===== src/rtl/core_debug_responder.sv =====
// Debug command responder sitting between an external debugger and a CPU core.
// It accepts one command at a time, drives the core halt/step/register
// handshakes, and returns a single-cycle response strobe with error and data.
//
// Ports:
//   iCLOCK, inRESET            clock (rising edge), async active-low reset
//   iDEBUG_CMD_*               command request from debugger (REQ/COMMAND/TARGET/DATA)
//   oDEBUG_CMD_BUSY            high whenever a command is in flight
//   oDEBUG_CMD_VALID/ERROR/DATA one-cycle response to the debugger
//   oCORE_HALT_REQ/INT_EN      core run control levels
//   oCORE_STEP/iCORE_STEP_DONE single-step handshake
//   iCORE_HALTED               core pipeline drained and stopped
//   oREG_*/iREG_RD_*           core register file access
module core_debug_responder (
    input  logic        iCLOCK,
    input  logic        inRESET,
    input  logic        iDEBUG_CMD_REQ,
    output logic        oDEBUG_CMD_BUSY,
    input  logic [3:0]  iDEBUG_CMD_COMMAND,
    input  logic [7:0]  iDEBUG_CMD_TARGET,
    input  logic [31:0] iDEBUG_CMD_DATA,
    output logic        oDEBUG_CMD_VALID,
    output logic        oDEBUG_CMD_ERROR,
    output logic [31:0] oDEBUG_CMD_DATA,
    output logic        oCORE_HALT_REQ,
    input  logic        iCORE_HALTED,
    output logic        oCORE_INT_EN,
    output logic        oCORE_STEP,
    input  logic        iCORE_STEP_DONE,
    output logic        oREG_RD_REQ,
    output logic        oREG_WR_EN,
    output logic [7:0]  oREG_TARGET,
    output logic [31:0] oREG_WR_DATA,
    input  logic        iREG_RD_VALID,
    input  logic [31:0] iREG_RD_DATA
);

    localparam int unsigned CMD_W  = 4;
    localparam int unsigned TGT_W  = 8;
    localparam int unsigned DATA_W = 32;
    localparam int unsigned CNT_W  = 8;

    localparam logic [CMD_W-1:0] CMD_READ_REG   = CMD_W'(4'h0);
    localparam logic [CMD_W-1:0] CMD_WRITE_REG  = CMD_W'(4'h1);
    localparam logic [CMD_W-1:0] CMD_GO         = CMD_W'(4'h8);
    localparam logic [CMD_W-1:0] CMD_INTGO      = CMD_W'(4'h9);
    localparam logic [CMD_W-1:0] CMD_SINGLESTEP = CMD_W'(4'hA);
    localparam logic [CMD_W-1:0] CMD_STOP       = CMD_W'(4'hF);

    localparam logic [TGT_W-1:0] TGT_READ_ONLY = TGT_W'(8'd64);
    localparam logic [CNT_W-1:0] CNT_MAX       = CNT_W'(8'hFF);

    typedef enum logic [2:0] {
        S_IDLE      = 3'd0,
        S_HALT_WAIT = 3'd1,
        S_RD_WAIT   = 3'd2,
        S_WR        = 3'd3,
        S_STEP_WAIT = 3'd4,
        S_RESP      = 3'd5
    } state_t;

    state_t              state_q,    state_d;
    logic [CNT_W-1:0]    cnt_q,      cnt_d;
    logic                busy_q,     busy_d;
    logic                valid_q,    valid_d;
    logic                error_q,    error_d;
    logic [DATA_W-1:0]   rsp_data_q, rsp_data_d;
    logic                halt_req_q, halt_req_d;
    logic                int_en_q,   int_en_d;
    logic                step_q,     step_d;
    logic                rd_req_q,   rd_req_d;
    logic                wr_en_q,    wr_en_d;
    logic [TGT_W-1:0]    target_q,   target_d;
    logic [DATA_W-1:0]   wr_data_q,  wr_data_d;

    // Register map: GPRs 0-31, system regs 64-78, debug regs 128-132.
    function automatic logic target_ok(input logic [TGT_W-1:0] t);
        return (t <= TGT_W'(8'd31))
            || ((t >= TGT_W'(8'd64))  && (t <= TGT_W'(8'd78)))
            || ((t >= TGT_W'(8'd128)) && (t <= TGT_W'(8'd132)));
    endfunction

    // State and registered outputs
    always_ff @(posedge iCLOCK or negedge inRESET) begin
        if (!inRESET) begin
            state_q    <= S_IDLE;
            cnt_q      <= '0;
            busy_q     <= 1'b0;
            valid_q    <= 1'b0;
            error_q    <= 1'b0;
            rsp_data_q <= '0;
            halt_req_q <= 1'b0;
            int_en_q   <= 1'b0;
            step_q     <= 1'b0;
            rd_req_q   <= 1'b0;
            wr_en_q    <= 1'b0;
            target_q   <= '0;
            wr_data_q  <= '0;
        end else begin
            state_q    <= state_d;
            cnt_q      <= cnt_d;
            busy_q     <= busy_d;
            valid_q    <= valid_d;
            error_q    <= error_d;
            rsp_data_q <= rsp_data_d;
            halt_req_q <= halt_req_d;
            int_en_q   <= int_en_d;
            step_q     <= step_d;
            rd_req_q   <= rd_req_d;
            wr_en_q    <= wr_en_d;
            target_q   <= target_d;
            wr_data_q  <= wr_data_d;
        end
    end

    // Next-state and next-output logic; any transition into S_RESP also
    // loads the response strobe so VALID lines up with the RESP cycle.
    always_comb begin
        state_d    = state_q;
        cnt_d      = cnt_q;
        valid_d    = 1'b0;
        error_d    = 1'b0;
        rsp_data_d = '0;
        halt_req_d = halt_req_q;
        int_en_d   = int_en_q;
        step_d     = 1'b0;
        rd_req_d   = 1'b0;
        wr_en_d    = 1'b0;
        target_d   = target_q;
        wr_data_d  = wr_data_q;

        case (state_q)
            S_IDLE: begin
                if (iDEBUG_CMD_REQ) begin
                    target_d  = iDEBUG_CMD_TARGET;
                    wr_data_d = iDEBUG_CMD_DATA;
                    cnt_d     = '0;
                    case (iDEBUG_CMD_COMMAND)
                        CMD_READ_REG: begin
                            if (!iCORE_HALTED || !target_ok(iDEBUG_CMD_TARGET)) begin
                                state_d = S_RESP;
                                valid_d = 1'b1;
                                error_d = 1'b1;
                            end else begin
                                rd_req_d = 1'b1;
                                state_d  = S_RD_WAIT;
                            end
                        end
                        CMD_WRITE_REG: begin
                            if (!iCORE_HALTED || !target_ok(iDEBUG_CMD_TARGET)
                                || (iDEBUG_CMD_TARGET == TGT_READ_ONLY)) begin
                                state_d = S_RESP;
                                valid_d = 1'b1;
                                error_d = 1'b1;
                            end else begin
                                wr_en_d = 1'b1;
                                state_d = S_WR;
                            end
                        end
                        CMD_GO, CMD_INTGO: begin
                            // Resuming a running core is harmless and reported as success.
                            halt_req_d = 1'b0;
                            int_en_d   = (iDEBUG_CMD_COMMAND == CMD_INTGO);
                            state_d    = S_RESP;
                            valid_d    = 1'b1;
                        end
                        CMD_SINGLESTEP: begin
                            if (!iCORE_HALTED) begin
                                state_d = S_RESP;
                                valid_d = 1'b1;
                                error_d = 1'b1;
                            end else begin
                                step_d  = 1'b1;
                                state_d = S_STEP_WAIT;
                            end
                        end
                        CMD_STOP: begin
                            halt_req_d = 1'b1;
                            if (iCORE_HALTED) begin
                                state_d = S_RESP;
                                valid_d = 1'b1;
                            end else begin
                                state_d = S_HALT_WAIT;
                            end
                        end
                        default: begin
                            state_d = S_RESP;
                            valid_d = 1'b1;
                            error_d = 1'b1;
                        end
                    endcase
                end
            end

            // Wait states: the awaited input wins over the timeout when both
            // land on the same cycle. HALT_REQ is left untouched on timeout.
            S_HALT_WAIT: begin
                if (iCORE_HALTED) begin
                    state_d = S_RESP;
                    valid_d = 1'b1;
                end else if (cnt_q == CNT_MAX) begin
                    state_d = S_RESP;
                    valid_d = 1'b1;
                    error_d = 1'b1;
                end else begin
                    cnt_d = cnt_q + CNT_W'(1);
                end
            end

            S_RD_WAIT: begin
                if (iREG_RD_VALID) begin
                    state_d    = S_RESP;
                    valid_d    = 1'b1;
                    rsp_data_d = iREG_RD_DATA;
                end else if (cnt_q == CNT_MAX) begin
                    state_d = S_RESP;
                    valid_d = 1'b1;
                    error_d = 1'b1;
                end else begin
                    cnt_d = cnt_q + CNT_W'(1);
                end
            end

            S_WR: begin
                state_d = S_RESP;
                valid_d = 1'b1;
            end

            S_STEP_WAIT: begin
                if (iCORE_STEP_DONE) begin
                    state_d = S_RESP;
                    valid_d = 1'b1;
                end else if (cnt_q == CNT_MAX) begin
                    state_d = S_RESP;
                    valid_d = 1'b1;
                    error_d = 1'b1;
                end else begin
                    cnt_d = cnt_q + CNT_W'(1);
                end
            end

            S_RESP: begin
                state_d = S_IDLE;
            end

            default: begin
                state_d = S_IDLE;
            end
        endcase
    end

    // Busy is registered from the next state so it tracks state_q exactly.
    always_comb begin
        busy_d = (state_d != S_IDLE);
    end

    assign oDEBUG_CMD_BUSY  = busy_q;
    assign oDEBUG_CMD_VALID = valid_q;
    assign oDEBUG_CMD_ERROR = error_q;
    assign oDEBUG_CMD_DATA  = rsp_data_q;
    assign oCORE_HALT_REQ   = halt_req_q;
    assign oCORE_INT_EN     = int_en_q;
    assign oCORE_STEP       = step_q;
    assign oREG_RD_REQ      = rd_req_q;
    assign oREG_WR_EN       = wr_en_q;
    assign oREG_TARGET      = target_q;
    assign oREG_WR_DATA     = wr_data_q;

endmodule

===== config.mk =====
export PLATFORM = sky130hd
export DESIGN_NAME = core_debug_responder
export DESIGN_NICKNAME = d
export VERILOG_FILES = /design/src/rtl/core_debug_responder.sv
export SDC_FILE = /design/constraint.sdc
export NUM_CORES = 1
export LEC_CHECK = 0
export ABC_AREA = 1
export CAP_MARGIN = 20
export CORE_MARGIN = 5
export CORE_UTILIZATION = 39
export CTS_CLUSTER_SIZE = 28
export DETAILED_ROUTE_END_ITERATION = 10
export GPL_TIMING_DRIVEN = 0
export PLACE_DENSITY_LB_ADDON = 0.12
export REMOVE_ABC_BUFFERS = 1
export SYNTH_ARGS = -nofsm -noshare
export SYNTH_HDL_FRONTEND = slang
export SYNTH_SLANG_ARGS = --single-unit
export TNS_END_PERCENT = 1

===== constraint.sdc =====
create_clock -name iCLOCK -period 1.6 [get_ports iCLOCK]
set_clock_uncertainty 0.1 [all_clocks]
set_input_delay 0.32 -clock iCLOCK [delete_from_list [all_inputs] [get_ports iCLOCK]]
set_output_delay 0.32 -clock iCLOCK [all_outputs]
set_load 0.05 [all_outputs]

==> summary.txt, run 1 <==
Synthesis
  • Synth Area in Compound Gates: 0.0422
  • Synth Area in Adders: 0.00320
  • Mux contribution to synthesized area: 0
  • Cells after Synth: 450
  • Commonest cells post-synth: nand2_1 (144), dfrtp_1 (91), inv_1 (67)
  • Avg Cell Area, Syn: 8.70 um2
  • Yosys Warn Count: 0
  • Synth top area share: 0.582
  • Post-synth ARST share: 1.00
  • Synth Area in Simple Gates: 0.275
  • Fraction of synthesized cell area in xor and xnor cells: 0.0112
  • Area of the mapped netlist: 3920 um2
  • Post-synth EDFFs: 0
  • FF+latch count, synth: 91
  • Sequential-to-total area share from yosys stat: 0.582
  • Synth area leader: dfrtp_1
  • Yosys cell types: 31
  • Top-count cell post-synth: nand2_1
  • Ys flop type: dfrtp_1
  • Main combinational cell family by area after synthesis: simple AND/OR/NAND/NOR gates
  • Largest cells by area after synthesis: dfrtp_1 (58%), nand2_1 (14%), inv_1 (6.4%), nor2_1 (4.7%), o21ai_0 (2.0%)

Clocking
  • CTS buffer count: 9
  • Clk pin slew, worst setup/hold paths: 0.10 ns
  • Root buffer cell: clkbuf_8
  • Longest Clk Path Bufs: 2
  • Number of H-tree levels: 3
  • CTS tree: built
  • Clk Latency, worst-skew pair: 0.35 ns
  • CTS Sinks: 91

Setup path
  • WP data arrival: 1.88 ns
  • Most frequent CP cell: nand2_1
  • Critical path fanouts, max: 5
  • Crit path cell chain: inv_2 -> nand2_2 -> inv_2 -> nand2_4 -> clkinvlp_4 -> nand2_8 -> clkinvlp_4 -> clkbuf_16 -> o21ai_2 -> inv_1 -> nand2_1 -> nand2_1 -> nor2_1 -> nand2_1
  • CP Launch Type: flop
  • Critical-path top delay cell: dfrtp_1
  • Top Family by Delay on Critical Path: buffers and inverters
  • Bufs and invs on worst path: 6
  • Required time worst endpoint: 1.73 ns
  • Largest stage delay, worst path: 0.38 ns
  • Critical path capture point type: flop
  • Critical path class: reg2reg

Cells and area
  • Share of layout cells above drive strength 1: 0.273
  • # fillers: 835
  • Layout area overhead: 61.1%
  • Ant. Diodes: 0
  • Multi-input logic area: 1470 um2
  • Sequential Area: 2280 um2
  • Finished Cell Area: 6310 um2
  • Nets@finish: 722

STA
  • RSZ-0062 raised after global routing: true
  • Worst-margin pin slew: 0.494 ns
  • Final WS setup: -0.145 ns
  • Period Utilization, post-route: 1.09
  • Tmin final: 1.74 ns
  • Endpoints failing hold: 0
  • Slew HR: 0.670
  • Setup-failing EPs final: 21
  • Hold WS: 0.325 ns
  • Slew Viols, Final: 0
  • Fmax: 573 MHz

Route
  • Vias per cell: 4.55
  • Initial DRC Count: 123
  • Via count: 3,535
  • DRC: 0
  • Drt pass-1 iters: 4
  • WL final: 11,200 um
  • Post-route antenna net violation count: 0
  • Routed len/inst: 14.4 um

Global routing
  • Met1 usage: 0.220
  • Initial antenna violation count: 0
  • Routing usage on met3: 0.0635
  • First-pass GRT wire length: 18,100 um
  • Vias in the first global route: 3,729
  • GR Util met2: 0.341
  • GRT overflow: 0
  • Largest net degree at the start of global routing: 60
  • Layer with the highest usage: met2
  • Overall routing resource usage: 0.193

Power
  • Pwr dens: 1650 nW/um2
  • Pwr Total: 0.0104 W
  • Worst IR Drop VDD: 1.15 mV
  • P_leak: 3.25 nW

Placed design
  • I/O Buffers: 161
  • Pre-CTS setup slack: -1.31 ns
  • Post-DP HPWL: 7380 um
  • Routability cong.: 0.841
  • Placed Area: 5680 um2

Floorplanning
  • Initial Util: 0.401
  • Die Wd: 110 um
  • Die height: 110 um
  • Die area: 12,100 um2
  • FP Rows: 36
  • I/O pin count: 162
  • Core Area: 9770 um2

Min path
  • HP Class: in2reg

Outcome
  • Failing checks: setup timing
  • Status: complete, but fails checks

Run
  • Max cap viols: 0
## cell usage in the layout, fill, tap and decap left out, types with 2 or more instances in the layout
cell type / Yosys / layout
clkbuf_8: 0 / 11
dfrtp_1: 91 / 90
clkinvlp_4: 0 / 2
o21ai_0: 16 / 11
nand2_4: 2 / 7
inv_6: 0 / 2
inv_2: 4 / 5
nor3_4: 1 / 3
nand2_8: 1 / 3
dlygate4sd2_1: 0 / 2
o21ai_2: 6 / 8
nand2_1: 144 / 132
nand4_1: 11 / 11
nand3_1: 12 / 12
a21oi_1: 3 / 2
clkdlybuf4s50_1: 0 / 77
nor2_1: 49 / 48
buf_6: 0 / 5
o21ai_1: 1 / 4
bufinv_16: 0 / 2
xor2_1: 5 / 5
nor2_4: 2 / 4
buf_4: 1 / 18
buf_16: 0 / 2
nand2_2: 2 / 10
nor3_1: 7 / 5
o22ai_1: 2 / 2
inv_1: 67 / 64
clkdlybuf4s15_2: 0 / 65
nor2_2: 2 / 2
nand3_2: 3 / 3
clkbuf_2: 0 / 15
## state kept, by name, indices dropped and copies added, names as in the netlist
name,count
cnt_q,8
oDEBUG_CMD_BUSY,1
oREG_WR_DATA,32
oDEBUG_CMD_DATA,32
oREG_WR_EN,1
oREG_RD_REQ,1
state_q,3
oCORE_STEP,1
oDEBUG_CMD_ERROR,1
oDEBUG_CMD_VALID,1
oCORE_HALT_REQ,1
oREG_TARGET,8
oCORE_INT_EN,1
## cell families (layout without fill, tap and decap cells)
| kind of cell | count (synthesis) | after routing |
|---|---|---|
| AND/OR/NAND/NOR | 241 | 245 |
| buffers and inverters | 84 | 274 |
| XOR/XNOR | 5 | 5 |
| flip-flops | 91 | 91 |
| adder cells (fa/ha/maj) | 1 | 1 |
| AO/OA/AOI/OAI | 28 | 28 |
## per-stage QoR
step           std cells   util  TNS [ns]
2_1_floorplan        437      -    -43.78
3_3_place_gp         731  0.575   -399.33
3_5_place_dp         733  0.581    -47.60
4_1_cts              777  0.647     -4.36
5_1_grt              777  0.645     -7.11
6_report             777  0.645     -1.76
## power by group
part | leakage (nW) | total (W) | switching [W] | internal (W)
sequential | 1.20 | 0.00323 | 0.000351 | 0.00288
clock | 0.120 | 0.00181 | 0.000832 | 0.000975
combinational | 1.93 | 0.00538 | 0.00362 | 0.00176
total | 3.25 | 0.0104 | 0.00480 | 0.00561
## worst reg2reg max path: stages (launching register included)
cell and delay, ns:
dfrtp_1 0.38, inv_2 0.07, nand2_2 0.09, inv_2 0.05, nand2_4 0.06, clkinvlp_4 0.13, nand2_8 0.10, clkinvlp_4 0.10
clkbuf_16 0.16, o21ai_2 0.05, inv_1 0.05, nand2_1 0.05, nand2_1 0.07, nor2_1 0.10, nand2_1 0.07
## metal layers
layer  share of wire  wire length (um)
met5               0                 0
met4           0.016               176
met3           0.074               825
met2            0.53              5890
met1            0.39              4320
## layout make-up
| type | instances | share of cell area |
|---|---|---|
| Multi-Input combinational cell | 279 | 0.232 |
| Clock inverter | 5 | 0.0131 |
| Sequential cell | 91 | 0.361 |
| Inverter | 71 | 0.0434 |
| Tap cell | 133 | 0.0264 |
| Clock buffer | 11 | 0.0240 |
| Timing Repair Buffer | 187 | 0.299 |
## worst paths after layout
check / cells past startpoint / startpoint / endpoint / slack, ns
hold / removal: 4 / iDEBUG_CMD_COMMAND[1] / oREG_RD_REQ / 0.33
min in group asynchronous: 2 / inRESET / oREG_TARGET[7] / 0.34
setup reg to reg: 14 / state_q[1] / oDEBUG_CMD_BUSY / -0.14
hold reg to reg: 2 / oREG_WR_DATA[22] / oREG_WR_DATA[22] / 0.39
setup / recovery: 14 / state_q[1] / oDEBUG_CMD_BUSY / -0.14
max in group asynchronous: 3 / inRESET / state_q[2] / 0.41
## what timing repair did
action	CTS	global route
endpoints found under the setup margin	139	70
hold endpoints to repair	32	0
resized for setup	239	48
pin swaps	13	6
hold buffers	1	0
buffers inserted	22	0
cloned	5	0
Power figures use the tool's default switching activity.
==> run 2: changes to the inputs <==
--- a/config.mk
+++ b/config.mk
@@ -8,9 +8,10 @@
 export ABC_AREA = 1
 export CAP_MARGIN = 20
 export CORE_MARGIN = 5
-export CORE_UTILIZATION = 39
+export CORE_UTILIZATION = 56
 export CTS_CLUSTER_SIZE = 28
 export DETAILED_ROUTE_END_ITERATION = 10
+export DONT_BUFFER_PORTS = 1
 export GPL_TIMING_DRIVEN = 0
 export PLACE_DENSITY_LB_ADDON = 0.12
 export REMOVE_ABC_BUFFERS = 1
==> summary.txt, run 2 (synthesized netlist as in run 1, its figures left out) <==
Global routing
  • Overall routing resource usage: 0.259
  • Initial antenna violation count: 0
  • First-pass GRT wire length: 17,300 um
  • Vias in the first global route: 3,482
  • Largest net degree at the start of global routing: 92
  • GRT overflow: 0

Floorplanning
  • Die height: 93.6 um
  • Initial Util: 0.576
  • Die Wd: 93.6 um
  • I/O pin count: 162
  • Core Area: 6790 um2
  • FP Rows: 30
  • Die area: 8760 um2

Clocking
  • Clk pin slew, worst setup/hold paths: 0.09 ns
  • Root buffer cell: clkbuf_8
  • Hold Buf Count CTS: 67
  • Clk Latency, worst-skew pair: 0.36 ns
  • Number of H-tree levels: 3
  • CTS tree: built
  • CTS Sinks: 91
  • CTS buffer count: 9
  • Longest Clk Path Bufs: 2

Setup path
  • Reg-to-Reg Start: state_q[1]
  • Internal reg-to-reg setup slack: -0.11 ns
  • Critical path capture point type: flop
  • Reg2reg end: cnt_q[7]
  • Required time worst endpoint: 1.79 ns
  • Reg2Reg Depth: 11
  • Critical-path top delay cell: dfrtp_1
  • Worst Setup SP: state_q[1]
  • CP Launch Type: flop
  • Crit path cell chain: inv_2 -> nand2_2 -> buf_4 -> nor2_4 -> nand2_2 -> nand2_2 -> nor2_4 -> nand2_8 -> nor2_4 -> buf_4 -> o21ai_2
  • Crit path capture: cnt_q[7]
  • WP data arrival: 1.90 ns
  • Critical path class: reg2reg
  • Largest stage delay, worst path: 0.40 ns
  • Critical path fanouts, max: 4

STA
  • Fmax: 586 MHz
  • Tmin final: 1.71 ns
  • Hold WS: -0.456 ns
  • Slew HR: 0.649
  • Period Utilization, post-route: 1.07
  • Setup TNS Final: -1.60 ns
  • Slew Viols, Final: 0
  • RSZ-0062 raised after global routing: true
  • Final WS setup: -0.107 ns
  • Setup-failing EPs final: 25
  • Endpoints failing hold: 91
  • Worst-margin pin slew: 0.526 ns

Power
  • Worst IR Drop VDD: 1.27 mV
  • Seq pwr share: 0.530
  • NetSw: 0.00481 W
  • Switching Share: 0.493
  • Clock power share: 0.178
  • Pwr dens: 1820 nW/um2
  • P_leak: 2.85 nW
  • Internal Power: 0.00495 W
  • Combinational power share: 0.293

Cells and area
  • Commonest non-fill, non-tap cells in the layout: nand2_1 (137), dfrtp_1 (90), dlygate4sd3_1 (67), inv_1 (62), nor2_1 (47)
  • Sequential Area: 2280 um2
  • Ant. Diodes: 0
  • Nets@finish: 639
  • Share of layout cells above drive strength 1: 0.191
  • Multi-input logic area: 1500 um2
  • # fillers: 435
  • Finished Cell Area: 5370 um2
  • Layout area overhead: 37.0%
  • Commonest non-fill, non-tap cell in the layout: nand2_1

Placed design
  • Post-DP HPWL: 5890 um
  • Placed Area: 3970 um2
  • I/O Buffers: 0
  • Routability cong.: 0.833

Route
  • Vias per cell: 5.17
  • DRC: 0
  • WL final: 11,600 um
  • Routed len/inst: 17.7 um
  • Post-route antenna net violation count: 0
  • Initial DRC Count: 169
  • Via count: 3,396
  • Drt pass-1 iters: 5

Outcome
  • Failing checks: hold timing, setup timing
  • Status: complete, but fails checks

Run
  • Max cap viols: 0

Min path
  • HP Class: in2async
-- run 2: cell count changes in the layout (fill, tap and decap cells not counted), sizes merged, moves of 6 or more --
cell,previous run,this run
clkbuf,27,9
dlygate4sd3,1,67
clkdlybuf4s15,65,0
buf,25,33
clkdlybuf4s50,77,0
clkinvlp,2,8
-- run 2: area by class of cell --
class / instances / area share
Timing Repair inverter: 4 / 0.00560
Clock inverter: 7 / 0.0182
Tap cell: 96 / 0.0224
Timing Repair Buffer: 100 / 0.176
Clock buffer: 9 / 0.0231
Inverter: 71 / 0.0511
Sequential cell: 91 / 0.425
Multi-Input combinational cell: 279 / 0.279
-- run 2: per-layer routing --
metal | vias to the layer above | part of all wire | GRT usage
li1 | 1579 | - | -
met1 | 1610 | 0.36 | 0.300
met2 | 173 | 0.51 | 0.422
met3 | 34 | 0.090 | 0.0885
met4 | 0 | 0.036 | 0.138
met5 | - | 0 | 0
-- run 2: how the worst min path moves through the flow --
| stage | start | end | slack, ns | cells after the start |
|---|---|---|---|---|
| floorplan | inRESET | cnt_q[0] | -0.08 | 0 |
| global placement | inRESET | oREG_TARGET[0] | -0.07 | 0 |
| detailed placement | inRESET | oREG_TARGET[0] | -0.07 | 0 |
| CTS | inRESET | oDEBUG_CMD_DATA[14] | -0.48 | 0 |
| global route | inRESET | oDEBUG_CMD_DATA[18] | -0.49 | 0 |
| finish | inRESET | oREG_TARGET[0] | -0.46 | 0 |
-- run 2: worst max-delay path, delay by kind of cell (launching register included) --
family / cells / cell delay [ns]
AOI/OAI and AO/OA: 1 / 0.09
buffers and inverters: 3 / 0.40
DFF: 1 / 0.40
and+or+nand+nor: 7 / 0.64
-- run 2: power by group through the flow --
stage          logic (W)  clock network [W]  registers, W
2_1_floorplan    0.00137                  0       0.00504
3_3_place_gp     0.00159                  0       0.00519
3_5_place_dp     0.00163                  0       0.00520
4_1_cts          0.00227            0.00177       0.00517
5_1_grt          0.00310            0.00187       0.00523
6_report         0.00286            0.00174       0.00517
-- run 2: repair_timing --
item | 4_1_cts | 5_1_grt
gates resized for setup | 20 | 28
gates cloned | 6 | 2
endpoints found under the setup margin | 59 | 54
hold endpoints to repair | 158 | 91
pin swaps | 15 | 14
buffers inserted | 16 | 17
-- run 2: metrics by stage --
step / power (W) / util / cells / setup WS, ns
final: 0.00976 / 0.790 / 657 / -0.107
after global routing: 0.0102 / 0.790 / 657 / -0.255
after CTS: 0.00920 / 0.754 / 638 / -0.0959
after detailed placement: 0.00683 / 0.584 / 533 / -1.58
after global placement: 0.00678 / 0.583 / 533 / -2.21
after floorplan: 0.00641 / - / 437 / -1.24
